===== config.mk =====
export PLATFORM = sky130hd
export DESIGN_NAME = mil_rxd
export DESIGN_NICKNAME = d
export VERILOG_FILES = /design/src/rtl/mil_pkg.sv /design/src/rtl/mil_rx_line.sv /design/src/rtl/mil_rxd.sv
export SDC_FILE = /design/constraint.sdc
export NUM_CORES = 1
export LEC_CHECK = 0
export ABC_AREA = 1
export CAP_MARGIN = 0
export CORE_MARGIN = 5
export CORE_UTILIZATION = 45
export DETAILED_ROUTE_END_ITERATION = 12
export GPL_TIMING_DRIVEN = 0
export PLACE_DENSITY = 0.65
export SLEW_MARGIN = 25
export SYNTH_ARGS = -nofsm -noshare
export SYNTH_HDL_FRONTEND = slang
export SYNTH_SLANG_ARGS = --single-unit

===== constraint.sdc =====
create_clock -name clk -period 3 [get_ports clk]
set_clock_uncertainty 0.2 [all_clocks]
set_input_delay 0.45 -clock clk [delete_from_list [all_inputs] [get_ports clk]]
set_output_delay 0.45 -clock clk [all_outputs]
set_load 0.1 [all_outputs]

===== src/rtl/mil_pkg.sv =====
// Shared definitions for the MIL Manchester-II word receiver:
// timing derivation helpers, line-state encoding and receiver FSM states.
package mil_pkg;

  // Line state as {RXP, RXN} after synchronisation
  typedef enum logic [1:0] {
    LN_Z = 2'b00,
    LN_N = 2'b01,
    LN_P = 2'b10,
    LN_X = 2'b11
  } line_t;

  typedef enum logic [1:0] {
    IDLE,
    SYNC2,
    DATA,
    DONE
  } state_t;

  localparam int unsigned RUN_W = 8;

  // Clocks per bit time
  function automatic int unsigned calc_nb(input int unsigned fclk, input int unsigned rxvel);
    return fclk / rxvel;
  endfunction

  // Clocks per half bit
  function automatic int unsigned calc_nh(input int unsigned nb);
    return nb / 2;
  endfunction

  // Clocks per sync half (1.5 bit times)
  function automatic int unsigned calc_ns(input int unsigned nb);
    return 3 * (nb / 2);
  endfunction

  // Quarter-bit offset placing samples mid-half
  function automatic int unsigned calc_nq(input int unsigned nb);
    return (nb / 2) / 2;
  endfunction

  function automatic logic is_pn(input line_t l);
    return (l == LN_P) || (l == LN_N);
  endfunction

endpackage


===== src/rtl/mil_rx_line.sv =====
// MIL receiver line front end: 2-FF synchroniser, optional 3-sample majority
// glitch filter (MIL_RX_GLITCH_FILT_EN), line-state decode, P<->N transition
// pulse and saturating run-length counter.
module mil_rx_line
  import mil_pkg::*;
(
  input  logic             clk,
  input  logic             rst,
  input  logic             RXP,
  input  logic             RXN,
  output line_t            line,
  output logic             trans,
  output logic [RUN_W-1:0] run
);

  logic [1:0] sync1;
  logic [1:0] sync2;
  logic [1:0] pn;
  line_t      prev;

  // Two-stage synchroniser for the asynchronous line inputs
  always_ff @(posedge clk or posedge rst) begin
    if (rst) begin
      sync1 <= '0;
      sync2 <= '0;
    end else begin
      sync1 <= {RXP, RXN};
      sync2 <= sync1;
    end
  end

`ifdef MIL_RX_GLITCH_FILT_EN
  logic [1:0] dly1;
  logic [1:0] dly2;
  logic [1:0] filt;

  // Per-input majority of three consecutive samples, centred on dly1
  always_ff @(posedge clk or posedge rst) begin
    if (rst) begin
      dly1 <= '0;
      dly2 <= '0;
      filt <= '0;
    end else begin
      dly1 <= sync2;
      dly2 <= dly1;
      filt <= (sync2 & dly1) | (sync2 & dly2) | (dly1 & dly2);
    end
  end

  assign pn = filt;
`else
  assign pn = sync2;
`endif

  assign line  = line_t'(pn);
  assign trans = is_pn(line) && is_pn(prev) && (line != prev);

  // run holds the length of the run that ended on the previous cycle
  always_ff @(posedge clk or posedge rst) begin
    if (rst) begin
      prev <= LN_Z;
      run  <= '0;
    end else begin
      prev <= line;
      if (!is_pn(line)) begin
        run <= '0;
      end else if (line != prev) begin
        run <= RUN_W'(1);
      end else if (run != '1) begin
        run <= run + 1'b1;
      end
    end
  end

endmodule


===== src/rtl/mil_rxd.sv =====
// MIL (GOST R 52070 / MIL-STD-1553) Manchester-II word receiver.
// Detects the 3-bit-time sync, decodes 16 data bits plus odd parity and
// reports each word with a one-clock rx_ok / rx_perr / rx_merr strobe.
// Optional build macro: MIL_RX_GLITCH_FILT_EN (majority filter in mil_rx_line).
module mil_rxd
  import mil_pkg::*;
#(
  parameter int unsigned Fclk  = 50000000,
  parameter int unsigned RXvel = 1000000,
  parameter int unsigned TOL   = 5
) (
  input  logic        clk,
  input  logic        rst,
  input  logic        RXP,
  input  logic        RXN,
  output logic [15:0] rx_dat,
  output logic        rx_cw,
  output logic        rx_ok,
  output logic        rx_perr,
  output logic        rx_merr,
  output logic        rx_busy
);

  localparam int unsigned NB = calc_nb(Fclk, RXvel);
  localparam int unsigned NH = calc_nh(NB);
  localparam int unsigned NS = calc_ns(NB);
  localparam int unsigned NQ = calc_nq(NB);
  localparam int unsigned TW = $clog2(NS + 18 * NB);

  localparam logic [RUN_W-1:0] SYNC_MIN   = RUN_W'(NS - TOL);
  localparam logic [TW-1:0]    T_SYNC_END = TW'(NS - TOL);
  localparam logic [TW-1:0]    T_FIRST    = TW'(NS + NQ);
  localparam logic [TW-1:0]    T_AB       = TW'(NH);
  localparam logic [TW-1:0]    T_BA       = TW'(NB - NH);

  line_t            line;
  logic             trans;
  logic [RUN_W-1:0] run;

  state_t      state;
  state_t      state_nxt;
  logic [TW-1:0] ph;
  logic [TW-1:0] tgt;
  logic        half;
  logic [4:0]  bitn;
  logic [15:0] sh;
  logic        par_acc;
  logic        merr_acc;
  line_t       a_smp;
  line_t       sync_st;
  logic        cw_cur;
  logic        ok_f;
  logic        perr_f;
  logic        merr_f;

  logic        sync_hit;
  logic        smp;
  logic        last;
  logic        b_val;
  logic        b_bad;
  logic        merr_fin;
  logic        par_fin;

  mil_rx_line u_line (
    .clk  (clk),
    .rst  (rst),
    .RXP  (RXP),
    .RXN  (RXN),
    .line (line),
    .trans(trans),
    .run  (run)
  );

  assign sync_hit = trans && (run >= SYNC_MIN);
  assign smp      = (state == DATA) && (ph == tgt);
  assign last     = smp && half && (bitn == 5'd16);
  assign merr_fin = merr_acc | b_bad;
  assign par_fin  = par_acc ^ b_val;

  // Decode the current A sample against the line as the B sample
  always_comb begin
    b_val = 1'b0;
    b_bad = 1'b1;
    if ((a_smp == LN_P) && (line == LN_N)) begin
      b_val = 1'b1;
      b_bad = 1'b0;
    end else if ((a_smp == LN_N) && (line == LN_P)) begin
      b_val = 1'b0;
      b_bad = 1'b0;
    end
  end

  // FSM state register
  always_ff @(posedge clk or posedge rst) begin
    if (rst) begin
      state <= IDLE;
    end else begin
      state <= state_nxt;
    end
  end

  // FSM next-state logic
  always_comb begin
    state_nxt = state;
    case (state)
      IDLE:  if (sync_hit) state_nxt = SYNC2;
      SYNC2: begin
        if (line != sync_st) begin
          state_nxt = IDLE;
        end else if (ph == T_SYNC_END) begin
          state_nxt = DATA;
        end
      end
      DATA:  if (last) state_nxt = DONE;
      DONE:  state_nxt = IDLE;
      default: state_nxt = IDLE;
    endcase
  end

  // FSM outputs: strobes live only in DONE, busy covers the data field
  always_comb begin
    rx_busy = (state == DATA);
    rx_ok   = (state == DONE) && ok_f;
    rx_perr = (state == DONE) && perr_f;
    rx_merr = (state == DONE) && merr_f;
  end

  // Timing from T, half-bit sampling, shift/parity accumulation, word result.
  // Sample points are kept as a running target (tgt) stepped by half/remaining
  // bit time rather than multiplying out T + NS + NB*k + ... each bit.
  always_ff @(posedge clk or posedge rst) begin
    if (rst) begin
      ph       <= '0;
      tgt      <= '0;
      half     <= 1'b0;
      bitn     <= '0;
      sh       <= '0;
      par_acc  <= 1'b0;
      merr_acc <= 1'b0;
      a_smp    <= LN_Z;
      sync_st  <= LN_Z;
      cw_cur   <= 1'b0;
      ok_f     <= 1'b0;
      perr_f   <= 1'b0;
      merr_f   <= 1'b0;
      rx_dat   <= '0;
      rx_cw    <= 1'b0;
    end else begin
      if ((state == IDLE) && sync_hit) begin
        ph       <= TW'(1);
        tgt      <= T_FIRST;
        half     <= 1'b0;
        bitn     <= '0;
        par_acc  <= 1'b0;
        merr_acc <= 1'b0;
        sync_st  <= line;
        cw_cur   <= (line == LN_N);
      end else if ((state == SYNC2) || (state == DATA)) begin
        ph <= ph + 1'b1;
      end

      if (smp) begin
        if (!half) begin
          a_smp <= line;
          half  <= 1'b1;
          tgt   <= tgt + T_AB;
        end else begin
          half     <= 1'b0;
          tgt      <= tgt + T_BA;
          bitn     <= bitn + 1'b1;
          par_acc  <= par_fin;
          merr_acc <= merr_fin;
          if (bitn != 5'd16) begin
            sh <= {sh[14:0], b_val};
          end
        end
      end

      if (last) begin
        merr_f <= merr_fin;
        perr_f <= !merr_fin && !par_fin;
        ok_f   <= !merr_fin && par_fin;
        if (!merr_fin && par_fin) begin
          rx_dat <= sh;
          rx_cw  <= cw_cur;
        end
      end
    end
  end

endmodule


==> impl_results.md <==
* Setup TNS at 0 ns
* Post-synthesis mux area share at 0.004932
* Comb power frac at 0.029
* Status: completed
* Slew HR at 0.3495
* Setup slack at placement at 0.3040 ns
* Leading area contributor after synthesis: dfrtp_1
* Final std cells w/o fill at 696
* Post-route setup slack at 0.2256 ns
* # clock sinks at 85
* Placed instance count at 680
* Req. time, crit path at 2.35 ns
* Synth Area in Adders at 0.03771
* Yosys reg bits at 85
* Minimum clock period at 2.774 ns
* GRT Overall Usage at 0.1682
* Synth top area cells: dfrtp_1 (49%), nand2_1 (15%), inv_1 (4.9%)
* Setup crit end: rx_busy
* IO Count at 25
* Pins over their slew limit at 0
* Worst Hold Class: reg -> reg
* Tot Pwr at 1.936 mW
* Ant. Diodes at 0
* Cell with the most instances after synthesis: nand2_1
* H-tree levels at 3
* HP Start: u_line.sync1[0]
* Leak pwr at 2.633 nW
* Syn Area/Cell at 8.199 um^2
* Crit end category: output port
* Number of flops mapped to enable cells by yosys at 0
* Remaining DRCs at 0
* Critical R2R Launch: state[0]
* Clock buffer depth at 2
* Die Y-Extent at 107.9 um
* RSZ-0062 raised after global routing: false
* Worst-path cell chain: inv_1, ha_1, dlygate4sd2_1
* Global-route wire length before repair at 15.75 mm
* Worst r2r dst: tgt[2]
* P_sw at 0.4678 mW
* Critical path arrival at 2.12 ns
* Clk_lat worst skew at 0.36 ns
* Avg Vias per Cell at 4.968
* Root Driver: clkbuf_8
* Largest net degree at the start of global routing at 46
* Crit Path Max Fanout at 6
* Crit Path Class: reg -> out
* Vias at 3458
* Cell area after synthesis at 4313 um^2
* Seq pwr share at 0.598
* Port Buf Inserts at 24
* CTS tree: built
* Dpl hpwl at 6.527 mm
* Max-cap violations at 0
* CP Launch Type: register
* Internal power at 1.468 mW
* Layout cells sized above 1 at 0.08642
* Crit. Startpoint: state[0]
* Peak Freq at 0.3604 GHz
* Synth warnings at 0
* Final setup fails at 0
* Async SR Flop Fraction at 1.000
* Post-Synth XOR/XNOR Area at 0.02843
* WL per Instance at 12.80 um
* FP Rows at 35
* Hold Fails Final Rpt at 0
* Routed Antenna Nets at 0
* Worst path slowest cell: dlygate4sd2_1
* Synth Area in Compound Gates at 0.06034
* Initial core utilization at 0.4646
* Total CTS buffers at 9
* Clock power share at 0.373
* Cell count after synthesis at 526
* Worst Reg2Reg Path Length in Cells at 9
* Die W at 107.9 um
* Largest family of logic cells by synthesized area: simple AND/OR/NAND/NOR gates
* Reg2Reg Setup Slack at 0.49 ns
* Most used DFF post-synth: dfrtp_1
* Power Density at 393.5 nW/um^2
* Initial antenna violation count at 0
* Clk pin slew, worst setup/hold paths at 0.09 ns
* Pre-Repair DR Iteration Count at 4
* GR Overflow Total at 0
* Simple logic cell fraction of the synthesized area at 0.3003
* 1st-iter DRT viols at 149
* Area Overhead vs Synth at 14.07%
* DRT Wirelength at 8.909 mm
* Peak supply drop at 0.0002648 V
* Sequential element share of the synthesized area at 0.4932
* Max incr delay on CP at 0.90 ns
* Least-Margin Pin Slew at 0.9726 ns
* Final period utilization at 0.9248
* Net count after synthesis at 543
* Vias in the first global route at 3448
* Die area at 11640 um^2
* Layout Nets at 579
* Hold Slack at 0.1512 ns
* Top-area cell type share of the netlist area at 0.4932
* Sw Ratio at 0.2416
* Distinct cells, synth at 35
* CORE AREA at 9284 um^2
* Placer Congestion at 0.9045
* Synth cell count leaders: nand2_1 (173), dfrtp_1 (85), inv_1 (56)
-- flip-flops by register name, indices dropped and copies added (netlist names), named ones only --
register and cells:
merr_acc 1, cw_cur 1, u_line.prev 2, a_smp 2, par_acc 1, perr_f 1
rx_dat 16, half 1, u_line.line 2, rx_cw 1, ph 10, sync_st 2
bitn 5, sh 16, tgt 10, u_line.run 8, ok_f 1, merr_f 1
u_line.sync1 2, state 1
-- power groups by stage --
stage               combinational [mW]  sequential, mW  clock (mW)
finish                          0.0561            1.16       0.723
global route                    0.0672            1.16       0.796
CTS                             0.0594            1.16       0.752
detailed placement              0.0593            1.18           0
global placement                0.0524            1.18           0
floorplan                       0.0378            1.18           0
-- layer usage --
layer,vias up,GRT usage,share of wire
met5,-,0,0
met4,0,0.05230,0.012
met3,11,0.03239,0.029
met1,1638,0.2247,0.48
met2,52,0.2775,0.48
li1,1757,-,-
-- layout make-up --
cell class,instances,area [um^2]
timing repair buffer,25,274.0
inverter,64,245.2
clock inverter,6,38.79
tap,129,161.4
clock buffer,10,127.6
sequential,85,2127
fill,907,4364
multi-input combinational,365,1862
buffer,12,83.83
-- stage by stage --
stage / util / instance area (um^2)
global route: 0.5299 / 4920
global placement: 0.5078 / 4715
detailed placement: 0.5113 / 4747
floorplan: - / 4313
finish: 0.5299 / 4920
CTS: 0.5291 / 4912
-- repair_timing --
action	in CTS	in global routing
endpoints found under the setup margin	1	3
buffers inserted	0	0
hold buffers	0	0
resized for setup	1	3
pin swaps	0	0
-- cells in the final DEF, fill, tap and decap left out, types with 4 or more instances in the layout --
master | netlist | routed
nand2_1 | 173 | 173
dfrtp_1 | 85 | 85
inv_1 | 56 | 55
nand3_1 | 41 | 41
nor2_1 | 26 | 26
nand4_1 | 24 | 24
o21ai_0 | 22 | 22
clkdlybuf4s50_1 | 0 | 20
ha_1 | 13 | 13
xor2_1 | 11 | 11
a21oi_1 | 9 | 9
clkbuf_8 | 0 | 9
inv_2 | 8 | 8
nor3_1 | 6 | 6
nand2_2 | 5 | 5
clkbuf_1 | 4 | 5
o22ai_1 | 5 | 5
buf_2 | 4 | 4
-- logic make-up after synthesis --
| kind of cell | count (synthesis) |
|---|---|
| adder cells (fa/ha/maj) | 13 |
| XOR/XNOR | 14 |
| AO/OA/AOI/OAI | 47 |
| multiplexers | 2 |
| buffers and inverters | 76 |
| flip-flops | 85 |
| AND/OR/NAND/NOR | 289 |
-- worst min-delay path by stage --
stage,slack (ns),end,depth (start not counted)
global placement,0.13,u_line.line[0],0
global route,0.16,u_line.line[0],0
detailed placement,0.13,u_line.line[0],0
finish,0.15,u_line.line[0],0
floorplan,0.13,u_line.line[0],0
CTS,0.15,u_line.line[0],0
-- critical path: cells and delay by family (launching register included) --
kind,cells,cell delay (ns)
buffers and inverters,2,1.02
DFF,1,0.44
adders and majority gates,1,0.31
(Power assumes the default switching activity.)
